<file path="config.mk">
export PLATFORM = sky130hd
export DESIGN_NAME = seg7_scan
export DESIGN_NICKNAME = d
export VERILOG_FILES = /design/src/rtl/seg7_pkg.sv /design/src/rtl/seg7_hex_decode.sv /design/src/rtl/seg7_scan.sv
export SDC_FILE = /design/constraint.sdc
export NUM_CORES = 1
export LEC_CHECK = 0
export BUFFER_PORTS_ARGS = -buffer_cell sky130_fd_sc_hd__buf_2
export CORE_MARGIN = 5
export CORE_UTILIZATION = 40
export CTS_CLUSTER_SIZE = 28
export DETAILED_ROUTE_END_ITERATION = 7
export SKIP_CTS_REPAIR_TIMING = 1
export SLEW_MARGIN = 0
export SYNTH_ARGS = -nofsm -noshare
export SYNTH_HDL_FRONTEND = slang
export SYNTH_SLANG_ARGS = --single-unit
</file>
<file path="constraint.sdc">
create_clock -name cin -period 3.4 [get_ports cin]
set_input_delay 0.51 -clock cin [delete_from_list [all_inputs] [get_ports cin]]
set_output_delay 0.51 -clock cin [all_outputs]
set_load 0.02 [all_outputs]
</file>
<file path="src/rtl/seg7_pkg.sv">
// Shared constants for the seven-segment scan driver: hex glyph table,
// blank pattern and the supported digit-count range.
package seg7_pkg;

    localparam int DIGITS_MIN = 2;
    localparam int DIGITS_MAX = 8;

    // Cathode patterns are {g,f,e,d,c,b,a}, active-low.
    localparam logic [6:0] SEG_BLANK = 7'h7F;

    // Packed with entry 15 first so HEX7_CODES[n] is the glyph for digit n.
    localparam logic [15:0][6:0] HEX7_CODES = {
        7'h0E, 7'h06, 7'h21, 7'h46,   // F E d C
        7'h03, 7'h08, 7'h10, 7'h00,   // b A 9 8
        7'h78, 7'h02, 7'h12, 7'h19,   // 7 6 5 4
        7'h30, 7'h24, 7'h79, 7'h40    // 3 2 1 0
    };

    function automatic logic [6:0] hex7(input logic [3:0] nib);
        return HEX7_CODES[nib];
    endfunction

endpackage

</file>
<file path="src/rtl/seg7_hex_decode.sv">
// Combinational nibble to active-low seven-segment glyph lookup.
module seg7_hex_decode
    import seg7_pkg::*;
(
    input  logic [3:0] nibble,
    output logic [6:0] seg
);

    assign seg = hex7(nibble);

endmodule

</file>
<file path="src/rtl/seg7_scan.sv">
// Multiplexed seven-segment scan driver advanced by a synchronised slow clock.
// Optional leading-zero blanking is enabled by defining SEG7_BLANK_LZ_EN.
module seg7_scan
    import seg7_pkg::*;
#(
    parameter int DIGITS      = 4,
    parameter int SYNC_STAGES = 2
)
(
    input  logic                  cin,
    input  logic                  rst,
    input  logic                  slow_clk,
    input  logic [4*DIGITS-1:0]   value,
    input  logic                  value_valid,
    input  logic [DIGITS-1:0]     dp_mask,
    output logic [DIGITS-1:0]     an,
    output logic [6:0]            seg,
    output logic                  dp,
    output logic                  frame_done
);

    localparam int IW = $clog2(DIGITS);
    localparam logic [IW-1:0] LAST = IW'(DIGITS - 1);

    if (DIGITS < DIGITS_MIN || DIGITS > DIGITS_MAX) begin : g_bad_digits
        $error("seg7_scan: DIGITS out of range");
    end
    if (SYNC_STAGES < 2) begin : g_bad_sync
        $error("seg7_scan: SYNC_STAGES must be at least 2");
    end

    logic [SYNC_STAGES-1:0] sync_ff;
    logic [SYNC_STAGES-1:0] fill;
    logic                   s_sync;
    logic                   s_prev;
    logic                   primed;
    logic                   armed;
    logic                   tick;

    logic [IW-1:0]          idx;
    logic [IW-1:0]          idx_next;
    logic                   boundary;

    logic [4*DIGITS-1:0]    pend;
    logic                   pend_full;
    logic [4*DIGITS-1:0]    disp_reg;
    logic [4*DIGITS-1:0]    disp_next;

    logic [3:0]             sel_nib;
    logic [6:0]             hex_seg;
    logic [DIGITS-1:0]      lz;

    assign s_sync = sync_ff[SYNC_STAGES-1];
    assign primed = fill[SYNC_STAGES-1];

    // The fill chain marks when s_sync holds a real sample of slow_clk rather
    // than the reset zero, so a wave already high at release never looks like
    // a rising edge: ticks are only armed once a genuine low has been seen.
    always_ff @(posedge cin or posedge rst) begin
        if (rst) begin
            sync_ff <= '0;
            fill    <= '0;
            s_prev  <= 1'b0;
            armed   <= 1'b0;
            tick    <= 1'b0;
        end else begin
            sync_ff <= {sync_ff[SYNC_STAGES-2:0], slow_clk};
            fill    <= {fill[SYNC_STAGES-2:0], 1'b1};
            s_prev  <= s_sync;
            armed   <= armed | (primed & ~s_sync);
            tick    <= armed & s_sync & ~s_prev;
        end
    end

    always_comb begin
        idx_next = (idx == LAST) ? '0 : idx + IW'(1);
        boundary = tick & (idx == LAST);
    end

    // Contents the display shows after this cycle; a same-cycle strobe at a
    // boundary beats anything waiting in pend.
    always_comb begin
        disp_next = disp_reg;
        if (boundary) begin
            if (value_valid) begin
                disp_next = value;
            end else if (pend_full) begin
                disp_next = pend;
            end
        end
    end

    always_ff @(posedge cin or posedge rst) begin
        if (rst) begin
            idx       <= LAST;
            disp_reg  <= '0;
            pend      <= '0;
            pend_full <= 1'b0;
        end else begin
            disp_reg <= disp_next;
            if (tick) begin
                idx <= idx_next;
            end
            if (boundary) begin
                pend_full <= 1'b0;
            end else if (value_valid) begin
                pend      <= value;
                pend_full <= 1'b1;
            end
        end
    end

    assign sel_nib = disp_next[{idx_next, 2'b00} +: 4];

    seg7_hex_decode u_decode (
        .nibble (sel_nib),
        .seg    (hex_seg)
    );

`ifdef SEG7_BLANK_LZ_EN
    // A digit blanks while it and every digit to its left are zero.
    always_comb begin : lz_scan
        logic zero_run;
        lz       = '0;
        zero_run = 1'b1;
        for (int i = DIGITS - 1; i > 0; i--) begin
            zero_run = zero_run & (disp_next[4*i +: 4] == 4'h0);
            lz[i]    = zero_run;
        end
    end
`else
    assign lz = '0;
`endif

    always_ff @(posedge cin or posedge rst) begin
        if (rst) begin
            an         <= '1;
            seg        <= SEG_BLANK;
            dp         <= 1'b1;
            frame_done <= 1'b0;
        end else begin
            frame_done <= boundary;
            if (tick) begin
                an  <= ~(DIGITS'(1) << idx_next);
                seg <= lz[idx_next] ? SEG_BLANK : hex_seg;
                dp  <= ~dp_mask[idx_next];
            end
        end
    end

endmodule
</file>
==> flow_metrics.tcl <==
set metrics [dict create \
    worstSetupStartpointType "register" \
    grt_max_degree 37 \
    fp.dieArea_um2 8880 \
    cellLeakagePower_nw 1.43 \
    io_pins 37 \
    cts_max_level 2 \
    cts.sinks 55 \
    max_slew_margin 0.496 \
    worst_slew_pin_slew_ns 0.755 \
    post_drt_via_cell_ratio 5.22 \
    rr_worst_depth 11 \
    grt_pass1_vias 2084 \
    fin_util 0.475 \
    crit_path_max_fanout 18 \
    synth_cell_types 53 \
    postRouteAntennaNets 0 \
    die_width_um 94.2 \
    routedWlPerCell_um 15.6 \
    rows 30 \
    drt-total-wl_um 6160 \
    clk_pin_slew_worst_paths_ns 0.10 \
    syn_nets 295 \
    timing.fmax_mhz 333 \
    period_share 0.883 \
    drv_cap 0 \
    fin_area_um2 3240 \
    core_um2 6830 \
    layout_min_cycle_time_ns 3.00 \
    start_util 0.415 \
    ctsLongestPathBuffers 2 \
    synth_warnings 0 \
    min_path_type "in2reg" \
    grt-ovfl-total 0 \
    mostFrequentLayoutCells "dfrtp_1 (41), buf_2 (36), nor2_1 (26)" \
    drive_above_1_share 0.344 \
    cts_tree "built" \
    place_congestion 0.789 \
    whs_path_depth 1 \
    syn_inst 260 \
    run_status "finished clean" \
    required_ns 3.65 \
    root_buffer "clkbuf_8" \
    synth_area_um2 2840 \
    areaGrowthSynthToFinish_pct 14.3 \
    synth.avg_cell_area_um2 10.9 \
    drc 0 \
    critPathKind "reg2reg" \
    worstPathArrival_ns 3.25 \
    cts_buffers 5 \
    clk-insertion-delay-late_ns 0.31 \
    finalSetupViolCount 0 \
    critPathCaptureType "register" \
    synthArstFlopShare 1.00 \
    diodes 0 \
    placed_area_um2 3130 \
    grt_pass1_wl_um 10300 \
    rsz0062_at_grt "no" \
    synth_edf_count 0 \
    chipHeight_um 94.2 \
    port_buffers 36 \
    hold_viol_final 0 \
    layout_commonest_cell "dfrtp_1" \
    drtIter0Drc 61 \
    tns_ns 0 \
    hpwlAfterDp_um 4390 \
    ys_ff_latch 55 \
    fin_nets 333 \
    vdd_drop_max_mv 0.224 \
    grt_usage 0.148 \
    drtPass1Iterations 4 \
    final.fill_count 669 \
    vias 2063 \
    power_density_nw_per_um2 896 \
    antenna_found_initial 0 \
    synth.yosys.seq_area_share 0.491 \
    ys.flop_type "dfrtp_1" \
    finalClockSkew_ns 0.00767 \
    drv_slew 0 \
]
## synth_stat cells (all sizes together), types with 3 or more instances
cell	number	area share
nor3b	3	0.0079
dfrtp	41	0.36
nor3	4	0.0071
clkbuf	4	0.0053
a21oi	15	0.029
nor2	28	0.039
nand2	19	0.029
nand3	4	0.0071
o221a	6	0.024
o21ai	20	0.035
mux2i	3	0.011
mux2	16	0.064
ha	11	0.049
o21a	5	0.014
dfstp	14	0.13
inv	11	0.015
and4b	5	0.018
buf	9	0.020
nor2b	4	0.0088
a31oi	3	0.012
o22ai	6	0.013
## worst max-delay path, stage by stage (launching register included)
cell and delay [ns]:
dfstp_2 0.61, ha_1 0.26, nand2_2 0.10, clkinv_4 0.17
nand2_4 0.12, o221a_2 0.29, mux4_2 0.53, inv_1 0.15
ha_1 0.26, nor3_1 0.20, nor3_1 0.08, o2bb2ai_1 0.16
## layer usage
metal,global-route usage,vias up,part of all wire
met2,0.218,48,0.44
met3,0.0401,10,0.054
met4,0.0409,0,0.014
li1,-,1009,-
met1,0.213,996,0.49
met5,0,-,0
## stage by stage
step                setup slack, ns  std cells  total power [mW]  hold slack, ns
finish                        0.396        395              2.91           0.304
global route                  0.198        395              3.13           0.291
CTS                           0.389        395              2.93           0.294
detailed placement            0.409        387              2.46           0.335
global placement              0.492        387              2.44           0.333
floorplan                     0.692        260              2.10           0.331
## path summary, 6_finish.rpt
check	startpoint	to	slack, ns
max	idx[0]	seg[3]	0.40
max reg2reg	idx[0]	seg[3]	0.40
max in group asynchronous	rst	idx[0]	2.27
min reg2reg	fill[0]	fill[1]	0.36
min	slow_clk	sync_ff[0]	0.30
min in group asynchronous	rst	disp_reg[1]	0.32
## power breakdown
| part | leakage, nW | internal, mW | switching (mW) |
|---|---|---|---|
| clock | 0.0612 | 0.239 | 0.216 |
| sequential | 0.626 | 0.905 | 0.135 |
| combinational | 0.741 | 0.596 | 0.816 |
## cells by family (layout without fill, tap and decap cells)
| family | Yosys count | after routing | share of synthesized area |
|---|---|---|---|
| mux | 21 | 21 | 0.0900 |
| other cells | 1 | 1 | 0.00132 |
| compound gates | 74 | 74 | 0.193 |
| buf+inv | 25 | 64 | 0.0428 |
| fa+ha+maj | 11 | 11 | 0.0485 |
| flops | 55 | 55 | 0.491 |
| simple gates | 73 | 73 | 0.133 |
## area by class of cell
type,count,area (µm²),share of cell area
Multi-Input combinational cell,180,1320,0.407
Tap cell,96,120,0.0370
Inverter,12,50.0,0.0154
Clock buffer,6,82.6,0.0255
Sequential cell,55,1390,0.430
Timing Repair Buffer,44,240,0.0741
Clock inverter,2,35.0,0.0108
No activity file was read; power rests on OpenSTA's default activity.
